**config.mk**
```make
export PLATFORM = sky130hd
export DESIGN_NAME = mem_fill_engine
export DESIGN_NICKNAME = d
export VERILOG_FILES = /design/src/rtl/mem_fill_pkg.sv /design/src/rtl/mem_beat_ctr.sv /design/src/rtl/mem_fill_engine.sv
export SDC_FILE = /design/constraint.sdc
export NUM_CORES = 1
export LEC_CHECK = 0
export ABC_AREA = 1
export BUFFER_PORTS_ARGS = -buffer_cell sky130_fd_sc_hd__buf_2
export CORE_MARGIN = 5
export CORE_UTILIZATION = 53
export CTS_CLUSTER_DIAMETER = 40
export DETAILED_ROUTE_END_ITERATION = 10
export PLACE_DENSITY_LB_ADDON = 0.15
export SYNTH_ARGS = -nofsm -noshare
export SYNTH_HDL_FRONTEND = slang
export SYNTH_HIERARCHICAL = 1
export SYNTH_SLANG_ARGS = --single-unit
```
**constraint.sdc**
```tcl
create_clock -name clk -period 3.6 [get_ports clk]
set_clock_uncertainty 0.05 [all_clocks]
set_input_delay 0.18 -clock clk [delete_from_list [all_inputs] [get_ports clk]]
set_output_delay 0.18 -clock clk [all_outputs]
set_load 0.01 [all_outputs]
```
**src/rtl/mem_fill_pkg.sv**
```systemverilog
// Shared types and constants for the memory fill / write-through sequencer.
package mem_fill_pkg;

  typedef enum logic [1:0] {
    IDLE   = 2'd0,
    RD_REQ = 2'd1,
    WR_REQ = 2'd2,
    DONE   = 2'd3
  } state_t;

  localparam logic RW_READ  = 1'b1;
  localparam logic RW_WRITE = 1'b0;

  // Width of the word-within-line index; kept at least 1 bit wide.
  function automatic int offs_w(input int words);
    return (words > 1) ? $clog2(words) : 1;
  endfunction

endpackage

```
**src/rtl/mem_beat_ctr.sv**
```systemverilog
// Beat counter for line fills: loads a start beat, steps on each accepted beat,
// wraps modulo the line length and flags the final beat of the line.
module mem_beat_ctr
  import mem_fill_pkg::*;
#(
  parameter int WORDS_PER_LINE = 4,
  localparam int OFFS_W = offs_w(WORDS_PER_LINE)
) (
  input  logic              clk,
  input  logic              reset_n,
  input  logic              load,
  input  logic [OFFS_W-1:0] load_val,
  input  logic              inc,
  output logic [OFFS_W-1:0] beat,
  output logic              last_beat
);

  logic [OFFS_W-1:0] start_q;

  always_ff @(posedge clk or negedge reset_n) begin
    if (!reset_n) begin
      beat    <= '0;
      start_q <= '0;
    end else if (load) begin
      beat    <= load_val;
      start_q <= load_val;
    end else if (inc) begin
      beat <= beat + OFFS_W'(1);
    end
  end

  // The line is complete once the beat just before the starting one is reached.
  assign last_beat = (beat == (start_q - OFFS_W'(1)));

endmodule

```
**src/rtl/mem_fill_engine.sv**
```systemverilog
// Memory-side sequencer: multi-beat line fills and single-word write-through.
// Optional: define MEM_FILL_CRITICAL_WORD_FIRST_EN to start fills at the requested word.
module mem_fill_engine
  import mem_fill_pkg::*;
#(
  parameter int ADDR_W = 16,
  parameter int DATA_W = 32,
  parameter int WORDS_PER_LINE = 4,
  localparam int OFFS_W = offs_w(WORDS_PER_LINE)
) (
  input  logic              clk,
  input  logic              reset_n,
  input  logic              ld_ctr,
  input  logic              m_strobe,
  input  logic              m_rw,
  input  logic [ADDR_W-1:0] addr,
  input  logic [DATA_W-1:0] wdata,
  output logic              ctr_sig,
  output logic              busy,
  output logic              mem_req,
  output logic              mem_we,
  output logic [ADDR_W-1:0] mem_addr,
  output logic [DATA_W-1:0] mem_wdata,
  input  logic [DATA_W-1:0] mem_rdata,
  input  logic              mem_ack,
  output logic              fill_we,
  output logic [OFFS_W-1:0] fill_idx,
  output logic [DATA_W-1:0] fill_data
);

  state_t                   state;
  logic [ADDR_W-OFFS_W-1:0] line_tag;
  logic [OFFS_W-1:0]        beat;
  logic [OFFS_W-1:0]        next_beat;
  logic [OFFS_W-1:0]        first_beat;
  logic                     last_beat;
  logic                     start;

  assign start     = ld_ctr & m_strobe;
  assign next_beat = beat + OFFS_W'(1);

`ifdef MEM_FILL_CRITICAL_WORD_FIRST_EN
  assign first_beat = addr[OFFS_W-1:0];
`else
  assign first_beat = '0;
`endif

  mem_beat_ctr #(.WORDS_PER_LINE(WORDS_PER_LINE)) u_beat_ctr (
    .clk       (clk),
    .reset_n   (reset_n),
    .load      ((state == IDLE) && start),
    .load_val  (first_beat),
    .inc       ((state == RD_REQ) && mem_ack),
    .beat      (beat),
    .last_beat (last_beat)
  );

  // Handshake: mem_req is the valid and mem_ack the ready. A beat transfers on
  // any cycle where both are high; mem_req, mem_we, mem_addr and mem_wdata hold
  // unchanged until that cycle, however long memory stalls.
  always_ff @(posedge clk or negedge reset_n) begin
    if (!reset_n) begin
      state     <= IDLE;
      line_tag  <= '0;
      ctr_sig   <= 1'b0;
      busy      <= 1'b0;
      mem_req   <= 1'b0;
      mem_we    <= 1'b0;
      mem_addr  <= '0;
      mem_wdata <= '0;
      fill_we   <= 1'b0;
      fill_idx  <= '0;
      fill_data <= '0;
    end else begin
      ctr_sig <= 1'b0;
      fill_we <= 1'b0;
      case (state)
        IDLE: begin
          if (start) begin
            busy     <= 1'b1;
            mem_req  <= 1'b1;
            line_tag <= addr[ADDR_W-1:OFFS_W];
            unique case (m_rw)
              RW_READ: begin
                state    <= RD_REQ;
                mem_we   <= 1'b0;
                mem_addr <= {addr[ADDR_W-1:OFFS_W], first_beat};
              end
              RW_WRITE: begin
                state     <= WR_REQ;
                mem_we    <= 1'b1;
                mem_addr  <= addr;
                mem_wdata <= wdata;
              end
            endcase
          end
        end
        RD_REQ: begin
          if (mem_ack) begin
            fill_we   <= 1'b1;
            fill_idx  <= beat;
            fill_data <= mem_rdata;
            if (last_beat) begin
              state   <= DONE;
              mem_req <= 1'b0;
              ctr_sig <= 1'b1;
            end else begin
              mem_addr <= {line_tag, next_beat};
            end
          end
        end
        WR_REQ: begin
          if (mem_ack) begin
            state   <= DONE;
            mem_req <= 1'b0;
            mem_we  <= 1'b0;
            ctr_sig <= 1'b1;
          end
        end
        DONE: begin
          state <= IDLE;
          busy  <= 1'b0;
        end
        default: state <= IDLE;
      endcase
    end
  end

endmodule

```
==> results of run 1 <==
==> worst max-delay path, stage by stage (launching register included) <==
cell	delay [ps]
dfrtp_1	420
inv_1	110
ha_1	140
buf_4	310
nand2_2	80
buf_4	250
inv_1	450
buf_4	320
nand2_1	70
nand2_1	70
==> metal layers <==
metal	vias up	GRT usage [%]
met5	-	0
met4	0	10.4
met3	35	4.67
met2	165	38.8
met1	1993	29.8
li1	2115	-
==> cell usage in the layout (no fill, tap or decap), types with 2 or more instances in the layout <==
cell | synthesis | final
a21oi_1 | 2 | 2
buf_2 | 8 | 171
buf_4 | 1 | 7
clkbuf_8 | 0 | 10
conb_1 | 1 | 2
dfrtp_1 | 107 | 107
dlygate4sd3_1 | 0 | 56
ha_1 | 5 | 5
inv_1 | 29 | 29
inv_2 | 4 | 4
nand2_1 | 251 | 251
nand2_2 | 5 | 5
nand2_4 | 2 | 2
nand3_1 | 40 | 40
nand4_1 | 3 | 3
nor2_4 | 2 | 2
o21ai_0 | 52 | 52
==> final cells by class <==
class	instances	area, µm²
flip-flops and latches	107	2680
multi-input cells	371	1630
fillers	650	2370
repair buffers	234	1470
inverters	33	124
clock inverters	4	51.3
clock buffers	10	138
diodes	1	2.50
well taps	108	135
==> per-stage QoR <==
step | instances | power [W] | setup WS, ps | utilization, %
2_1_floorplan | 535 | 0.00338 | 2020 | -
3_3_place_gp | 797 | 0.00407 | 1360 | 63.7
3_5_place_dp | 797 | 0.00415 | 1290 | 63.7
4_1_cts | 867 | 0.00493 | 1260 | 72.4
5_1_grt | 867 | 0.00534 | 1020 | 72.4
6_report | 868 | 0.00491 | 1260 | 72.4
==> final timing paths <==
path,cells past startpoint,startpoint,endpoint
setup / recovery,9,state[1]$_DFFE_PN0P_,fill_data[27]$_DFFE_PN0P_
min in group asynchronous,2,reset_n,mem_addr[4]$_DFFE_PN0P_
max in group asynchronous,3,reset_n,mem_wdata[4]$_DFFE_PN0P_
hold reg to reg,2,mem_wdata[20]$_DFFE_PN0P_,mem_wdata[20]$_DFFE_PN0P_
hold / removal,3,wdata[20],mem_wdata[20]$_DFFE_PN0P_
setup reg to reg,9,state[1]$_DFFE_PN0P_,fill_data[27]$_DFFE_PN0P_
==> power groups by stage <==
stage          Sequential, W  Clock [W]  Combinational [W]
2_1_floorplan        0.00228          0            0.00110
6_report             0.00208   0.000723            0.00210
4_1_cts              0.00207   0.000743            0.00211
5_1_grt              0.00215   0.000792            0.00240
3_3_place_gp         0.00208          0            0.00199
3_5_place_dp         0.00209          0            0.00206
==> registers in the layout (all words and copies together), names as in the netlist <==
name,cells
busy,1
ctr_sig,1
fill_data,32
fill_idx,2
fill_we,1
line_tag,14
mem_addr,16
mem_req,1
mem_wdata,32
mem_we,1
state,2
u_beat_ctr/beat,2
u_beat_ctr/start_q,2
==> logic make-up (layout without fill, tap and decap cells) <==
group / after synthesis / after routing / synth area share [%]
AOI/OAI and AO/OA: 58 / 58 / 6.54
DFF: 107 / 107 / 58.4
and+or+nand+nor: 306 / 306 / 27.4
buffers and inverters: 57 / 281 / 6.27
other: 1 / 3 / 0.0817
adders and majority gates: 5 / 5 / 1.36
==> impl_metrics.yaml, run 1 <==
power:
  irDropWorstVdd_mv: 0.373
  netSwitchingPower_w: 0.00201
  p_sw_share_pct: 40.9
  pwr-share-seq_pct: 42.4
  p_leak_nw: 3.54
  pwr-share-clk_pct: 14.7
  pwr_density_cell_nw_per_um2: 789
  p_int_w: 0.00290
  comb_power_share_pct: 42.8
clock_network:
  clock_latency_ps: 360
  ctsResizeCount: 0
  cts.clk_slew.worst_paths_ps: 100
  cts_hold_buf: 56
  h-tree-depth: 3
  cts-root-buf: "clkbuf_8"
  cts_buffer_depth: 2
  post_cts_buffers: 0
  cts.sinks: 107
  cts_buffers: 9
  cts_tree: "yes"
yosys:
  synth_area_leader_cell: "dfrtp_1"
  syn_inst: 534
  synth_area_um2: 4590
  yosys-top-cells-area: "dfrtp_1 58%, nand2_1 21%, o21ai_0 5.7%"
  syn_area_per_cell_um2: 8.59
  synth.top_cells.by_count: "251 x nand2_1, 107 x dfrtp_1, 52 x o21ai_0"
  ys.flop_type: "dfrtp_1"
  yosysMostFrequentCell: "nand2_1"
  ys_types: 24
  synth_edf_count: 0
  ys_ff_latch: 107
  ys.warnings.count: 6
  ys_seq_area_share_pct: 58.4
  synthArstFlopShare_pct: 100
  yosysTopAreaCellShare_pct: 58.4
setup_path:
  worstPathRequired_ps: 3850
  reg2reg_slack_ps: 1260
  cp-start-kind: "register"
  critPathMaxFanout: 37
  end_kind: "register"
  critPathArrivalTime_ps: 2590
  crit_type: "reg2reg"
global_routing:
  grt_overflow: 0
  grt_pass1_wl_um: 19500
  grt_pass1_vias: 4205
  grtUsageTotal_pct: 23.4
  grt_max_degree: 46
  antenna_found_initial: 0
timing:
  hold_viol: 0
  rsz0062_at_grt: "no"
  maxSlewHeadroom_pct: 53.6
  period_share_pct: 65.0
  final-setup-viol-count: 0
  tightest_slew_ps: 696
  setup_tns_ps: 0
  fmax_mhz: 427
  slew_violations: 0
  worst_hold_slack_ps: 11.0
  period_minus_slack_ps: 2340
final_layout:
  nNetsFinal: 847
  area_growth_pct: 35.6
  drive_gt1_share_pct: 27.3
  final_design_area_no_fill_um2: 6220
floorplan:
  dieArea_um2: 10600
  rows: 34
  core_um2: 8590
  boundaryPins: 173
  die_h_um: 103
  start_util_pct: 53.4
  die_x_um: 103
status:
  status: "finished clean"
route:
  viasPerCell: 4.96
  wl_per_cell_um: 14.4
  top_layer_used: "met4"
  drt_wl_total_um: 12500
  ant_nets: 0
  via_count: 4308
  drc_errors: 0
  wl_met3_um: 904
  drt-pass1-iter-count: 4
  wl_met1_um: 5040
  wl_met2_um: 6130
  drt_iter0_drc: 138
hold_path:
  min_path_type: "in2reg"
placement:
  port_buffers: 172
  dp_hpwl_um: 8010
  gp_congestion: 0.806
  placed_cell_area_um2: 5470
job:
  max-cap-violations: 0
(Power assumes the default switching activity.)
==> run 2: changes to the inputs <==
- CORE_UTILIZATION: 53 -> 49
- clock period: 3.6 -> 2.3 ns (I/O delays scaled with it)
==> impl_metrics.yaml, run 2 (synthesis results as in run 1) <==
status:
  status: "finished clean"
timing:
  fin_ws_ps: 366
  setup_tns_ps: 0
  tightest_slew_ps: 757
  period_share_pct: 84.1
  rsz0062_at_grt: "no"
  period_minus_slack_ps: 1930
  slew_violations: 0
  fmax_mhz: 517
  maxSlewHeadroom_pct: 49.5
  hold_viol: 0
  final-setup-viol-count: 0
setup_path:
  crit-reg2reg-launch: "state[0]$_DFFE_PN0P_"
  crit_type: "reg2reg"
  critPathArrivalTime_ps: 2130
  cp-start-kind: "register"
  reg2reg_depth: 7
  critPathMaxFanout: 32
  reg2reg_slack_ps: 370
  r2r-end: "mem_wdata[8]$_DFFE_PN0P_"
  end_kind: "register"
  worstPathRequired_ps: 2500
floorplan:
  die_x_um: 107
  dieArea_um2: 11400
  core_um2: 9200
  start_util_pct: 49.9
  die_h_um: 107
  rows: 35
  boundaryPins: 173
power:
  netSwitchingPower_w: 0.00317
  pwr-share-clk_pct: 13.5
  comb_power_share_pct: 43.8
  pwr_density_cell_nw_per_um2: 1180
  pwr-share-seq_pct: 42.7
  irDropWorstVdd_mv: 0.661
  p_sw_share_pct: 41.6
  p_int_w: 0.00445
  p_leak_nw: 3.62
hold_path:
  worst_hold_path.endpoint: "line_tag[4]$_DFFE_PN0P_"
  worstHoldStart: "addr[6]"
  whs_path_depth: 3
  min_path_type: "in2reg"
clock_network:
  h-tree-depth: 3
  cts_buffers: 9
  cts_tree: "yes"
  cts.sinks: 107
  cts_buffer_depth: 2
  post_cts_buffers: 0
  cts-root-buf: "clkbuf_8"
  cts.clk_slew.worst_paths_ps: 100
  clock_latency_ps: 350
global_routing:
  grt_overflow: 0
  grt_max_degree: 60
  grt_pass1_wl_um: 21000
  grt_pass1_vias: 4469
  grtUsageTotal_pct: 22.8
  antenna_found_initial: 0
route:
  drt_iter0_drc: 266
  wl_per_cell_um: 14.3
  wl_met3_um: 787
  wl_met1_um: 5230
  ant_nets: 0
  top_layer_used: "met4"
  drt_wl_total_um: 12800
  drt-pass1-iter-count: 5
  drc_errors: 0
  via_count: 4388
  wl_met2_um: 6380
  viasPerCell: 4.91
placement:
  gp_congestion: 0.839
  placed_cell_area_um2: 5510
  dp_hpwl_um: 8340
  place_ws_ps: 365
  dp.cells: 803
  port_buffers: 172
final_layout:
  final_util_pct: 70.0
  layout_common_cells: "251 x nand2_1, 171 x buf_2, 107 x dfrtp_1"
  area_growth_pct: 40.3
  nNetsFinal: 870
  drive_gt1_share_pct: 26.8
  diodes: 0
  top_regs: "fill_data (32), mem_wdata (32), mem_addr (16)"
  final_common_cell: "nand2_1"
  final_design_area_no_fill_um2: 6440
  final_cells: 894
job:
  max-cap-violations: 0
[run 2: cell types whose count changed in the layout (fill, tap and decap cells not counted), sizes merged]
cell         delta
buf             +3
bufinv          -1
clkinvlp        +1
diode           -1
dlygate4sd3    +20
inv             +1
[run 2: worst max-delay path, cell delays in order, from the launching register on]
cell     delay, ps
dfrtp_1        440
inv_1          120
ha_1           290
inv_2           90
nor2_4         340
nand2_4        290
nand2_1        150
nand2_1         60
[run 2: worst max path at each step]
| stage | start | to | slack, ps | cells past startpoint |
|---|---|---|---|---|
| after floorplan | state[1]$_DFFE_PN0P_ | u_beat_ctr/beat[1]$_DFFE_PN0P_ | 720 | 9 |
| after global placement | state[0]$_DFFE_PN0P_ | mem_wdata[28]$_DFFE_PN0P_ | 450 | 7 |
| after detailed placement | state[0]$_DFFE_PN0P_ | mem_wdata[3]$_DFFE_PN0P_ | 360 | 7 |
| after CTS | state[0]$_DFFE_PN0P_ | mem_wdata[3]$_DFFE_PN0P_ | 340 | 7 |
| after global routing | state[0]$_DFFE_PN0P_ | mem_wdata[19]$_DFFE_PN0P_ | 160 | 7 |
| final | state[0]$_DFFE_PN0P_ | mem_wdata[8]$_DFFE_PN0P_ | 370 | 7 |
[run 2: per-stage QoR]
stage	hold WS, ps	power (W)
after floorplan	-231	0.00528
after global placement	188	0.00639
after detailed placement	191	0.00653
after CTS	0.512	0.00766
after global routing	4.42	0.00829
final	12.3	0.00762
[run 2: power by group through the flow]
stage | Sequential (W) | Combinational, W | Clock [W]
finish | 0.00325 | 0.00333 | 0.00103
global route | 0.00336 | 0.00379 | 0.00114
CTS | 0.00325 | 0.00335 | 0.00106
detailed placement | 0.00327 | 0.00325 | 0
global placement | 0.00325 | 0.00314 | 0
floorplan | 0.00357 | 0.00172 | 0
[run 2: repair_timing]
item                      4_1_cts  5_1_grt
hold endpoints to repair      131        0
gates resized for setup         0        0
hold buffers                   76        0
[run 2: layout make-up]
cell class / count / area [µm²]
clock buffers: 10 / 128
flip-flops and latches: 107 / 2680
inverters: 33 / 124
well taps: 111 / 139
multi-input cells: 371 / 1630
clock inverters: 5 / 37.5
fillers: 747 / 2760
repair buffers: 257 / 1700
[run 2: layer usage]
metal  global-route usage, %  vias up
li1                        -     2157
met1                    28.6     2042
met2                    38.3      159
met3                    4.64       30
met4                    10.0        0
met5                       0        -
==> run 3: changes to the inputs <==
- ABC_AREA: 1 -> 0
- CORE_UTILIZATION: 49 -> 44
- clock period: 2.3 -> 1.6 ns (I/O delays scaled with it)
==> impl_metrics.yaml, run 3 <==
timing:
  rsz0062_at_grt: "yes"
  fin_ws_ps: -206
  setup_tns_ps: -7700
  period_minus_slack_ps: 1810
  final-setup-viol-count: 85
  period_share_pct: 113
  hold_viol: 0
  fmax_mhz: 554
  slew_violations: 0
yosys:
  synth_area_leader_cell: "dfrtp_1"
  ys_seq_area_share_pct: 60.6
  synth_edf_count: 0
  ys.warnings.count: 6
  ys.flop_type: "dfrtp_1"
  syn_inst: 284
  ys_types: 32
  yosysMostFrequentCell: "dfrtp_1"
  syn_area_per_cell_um2: 15.5
  synth_area_um2: 4420
  synthArstFlopShare_pct: 100
  yosysTopAreaCellShare_pct: 60.6
  synth.top_cells.by_count: "107 x dfrtp_1, 100 x mux2_2, 10 x mux2_4"
  yosys-top-cells-area: "dfrtp_1 61%, mux2_2 26%, mux2_4 3.4%"
  ys_ff_latch: 107
setup_path:
  crit_type: "reg2reg"
  r2r-end: "mem_addr[3]$_DFFE_PN0P_"
  reg2reg_slack_ps: -210
  end_kind: "register"
  cp-start-kind: "register"
  critPathMaxFanout: 8
  crit-reg2reg-launch: "u_beat_ctr/beat[1]$_DFFE_PN0P_"
  cp-endpoint: "mem_addr[3]$_DFFE_PN0P_"
  crit_start: "u_beat_ctr/beat[1]$_DFFE_PN0P_"
  critPathArrivalTime_ps: 2000
  reg2reg_depth: 6
  worstPathRequired_ps: 1790
placement:
  place_ws_ps: -285
  dp_hpwl_um: 7390
  port_buffers: 172
  gp_congestion: 0.709
  placed_cell_area_um2: 5710
final_layout:
  nNetsFinal: 675
  top_regs: "fill_data (32), mem_wdata (32), mem_addr (16)"
  drive_gt1_share_pct: 60.4
  layout_common_cells: "171 x buf_2, 107 x dfrtp_1, 83 x dlygate4sd3_1"
  final_design_area_no_fill_um2: 7330
  diodes: 0
  area_growth_pct: 66.1
  final_common_cell: "buf_2"
clock_network:
  h-tree-depth: 3
  cts.clk_slew.worst_paths_ps: 110
  cts.sinks: 107
  cts_buffer_depth: 2
  cts_tree: "yes"
  cts_buffers: 9
  cts-root-buf: "clkbuf_8"
  clock_latency_ps: 360
route:
  drc_errors: 0
  drt_wl_total_um: 12900
  drt_iter0_drc: 146
  drt-pass1-iter-count: 4
  ant_nets: 0
  via_count: 3500
  viasPerCell: 4.85
  wl_per_cell_um: 17.9
floorplan:
  die_x_um: 110
  dieArea_um2: 12100
  die_h_um: 110
  boundaryPins: 173
  core_um2: 9770
  rows: 36
  start_util_pct: 45.2
global_routing:
  grt_overflow: 0
  grt_pass1_wl_um: 19500
  grtUsageTotal_pct: 21.1
  grt_max_degree: 62
  antenna_found_initial: 0
  grt_pass1_vias: 3893
hold_path:
  min_path_type: "in2reg"
job:
  max-cap-violations: 0
status:
  violations: "setup timing"
  status: "finished, violations left"
power:
  p_leak_nw: 3.75
  pwr_density_cell_nw_per_um2: 1860
  irDropWorstVdd_mv: 0.942
## run 3: cell count changes in the layout (fill, tap and decap cells not counted), sizes merged, moves of 2 or more
cell	previous run	this run
nand4	3	0
a22o	0	2
dlygate4sd3	76	83
nand2b	0	3
xnor2	0	2
bufinv	0	2
mux2i	0	5
inv	35	10
buf	181	213
a21boi	0	3
nand2	258	7
mux2	0	110
nand3	41	1
o21ai	54	6
## run 3: layout make-up
cell class	count	area (µm²)
Sequential cell	107	2680
Fill cell	623	2440
Timing Repair Buffer	297	2260
Clock inverter	7	98.8
Multi-Input combinational cell	161	1960
Tap cell	133	166
Inverter	8	37.5
Clock buffer	9	124
## run 3: per-layer routing
layer / GRT usage [%] / vias up / wire length [µm]
met3: 5.01 / 20 / 788
met4: 6.51 / 0 / 244
li1: - / 1594 / -
met1: 25.5 / 1767 / 5190
met5: 0 / - / 0
met2: 37.5 / 119 / 6720
## run 3: worst max-delay path, cell delays in order (launching register included)
cell and delay (ps):
dfrtp_1 420, xnor2_2 150, mux2i_1 130, nand2b_4 160
a211oi_4 250, buf_6 210, mux2_4 310
## run 3: worst min-delay path by stage
stage,end,from,slack [ps],cells after the start
2_1_floorplan,busy$_DFFE_PN0P_,reset_n,-270,0
3_3_place_gp,line_tag[8]$_DFFE_PN0P_,reset_n,-150,1
3_5_place_dp,line_tag[8]$_DFFE_PN0P_,reset_n,-140,1
4_1_cts,mem_addr[0]$_DFFE_PN0P_,addr[0],1,3
5_1_grt,mem_addr[0]$_DFFE_PN0P_,addr[0],3,3
6_report,mem_addr[0]$_DFFE_PN0P_,addr[0],20,3
## run 3: logic make-up (layout without fill, tap and decap cells)
family | after synthesis | in the layout | synth area share [%]
multiplexers | 115 | 115 | 30.0
flip-flops | 107 | 107 | 60.6
AND/OR/NAND/NOR | 20 | 20 | 2.49
buffers and inverters | 18 | 321 | 2.07
AO/OA/AOI/OAI | 15 | 15 | 2.66
adder cells (fa/ha/maj) | 5 | 5 | 1.42
XOR/XNOR | 3 | 3 | 0.595
other | 1 | 3 | 0.0849
## run 3: per-stage QoR
stage | utilization [%] | hold WS, ps | std cells | total power [W]
after floorplan | - | -266 | 286 | 0.00815
after detailed placement | 58.4 | -145 | 601 | 0.0103
after global routing | 75.0 | 3.33 | 722 | 0.0145
final | 75.0 | 17.3 | 722 | 0.0137
after global placement | 58.4 | -148 | 601 | 0.0101
after CTS | 75.5 | 1.33 | 726 | 0.0136
## run 3: what timing repair did
action / in CTS / in global routing
endpoints found under the hold margin: 187 / 0
gates cloned: 9 / 0
hold buffers: 83 / 0
pin swaps: 5 / 5
gates resized for setup: 63 / 30
setup endpoints to repair: 82 / 88
setup buffers: 17 / 5
## run 3: power by group
group / internal [W] / switching, W / leakage, nW
clock network: 0.000894 / 0.000954 / 0.110
logic: 0.00421 / 0.00278 / 2.35
registers: 0.00406 / 0.000759 / 1.29
total: 0.00916 / 0.00450 / 3.75
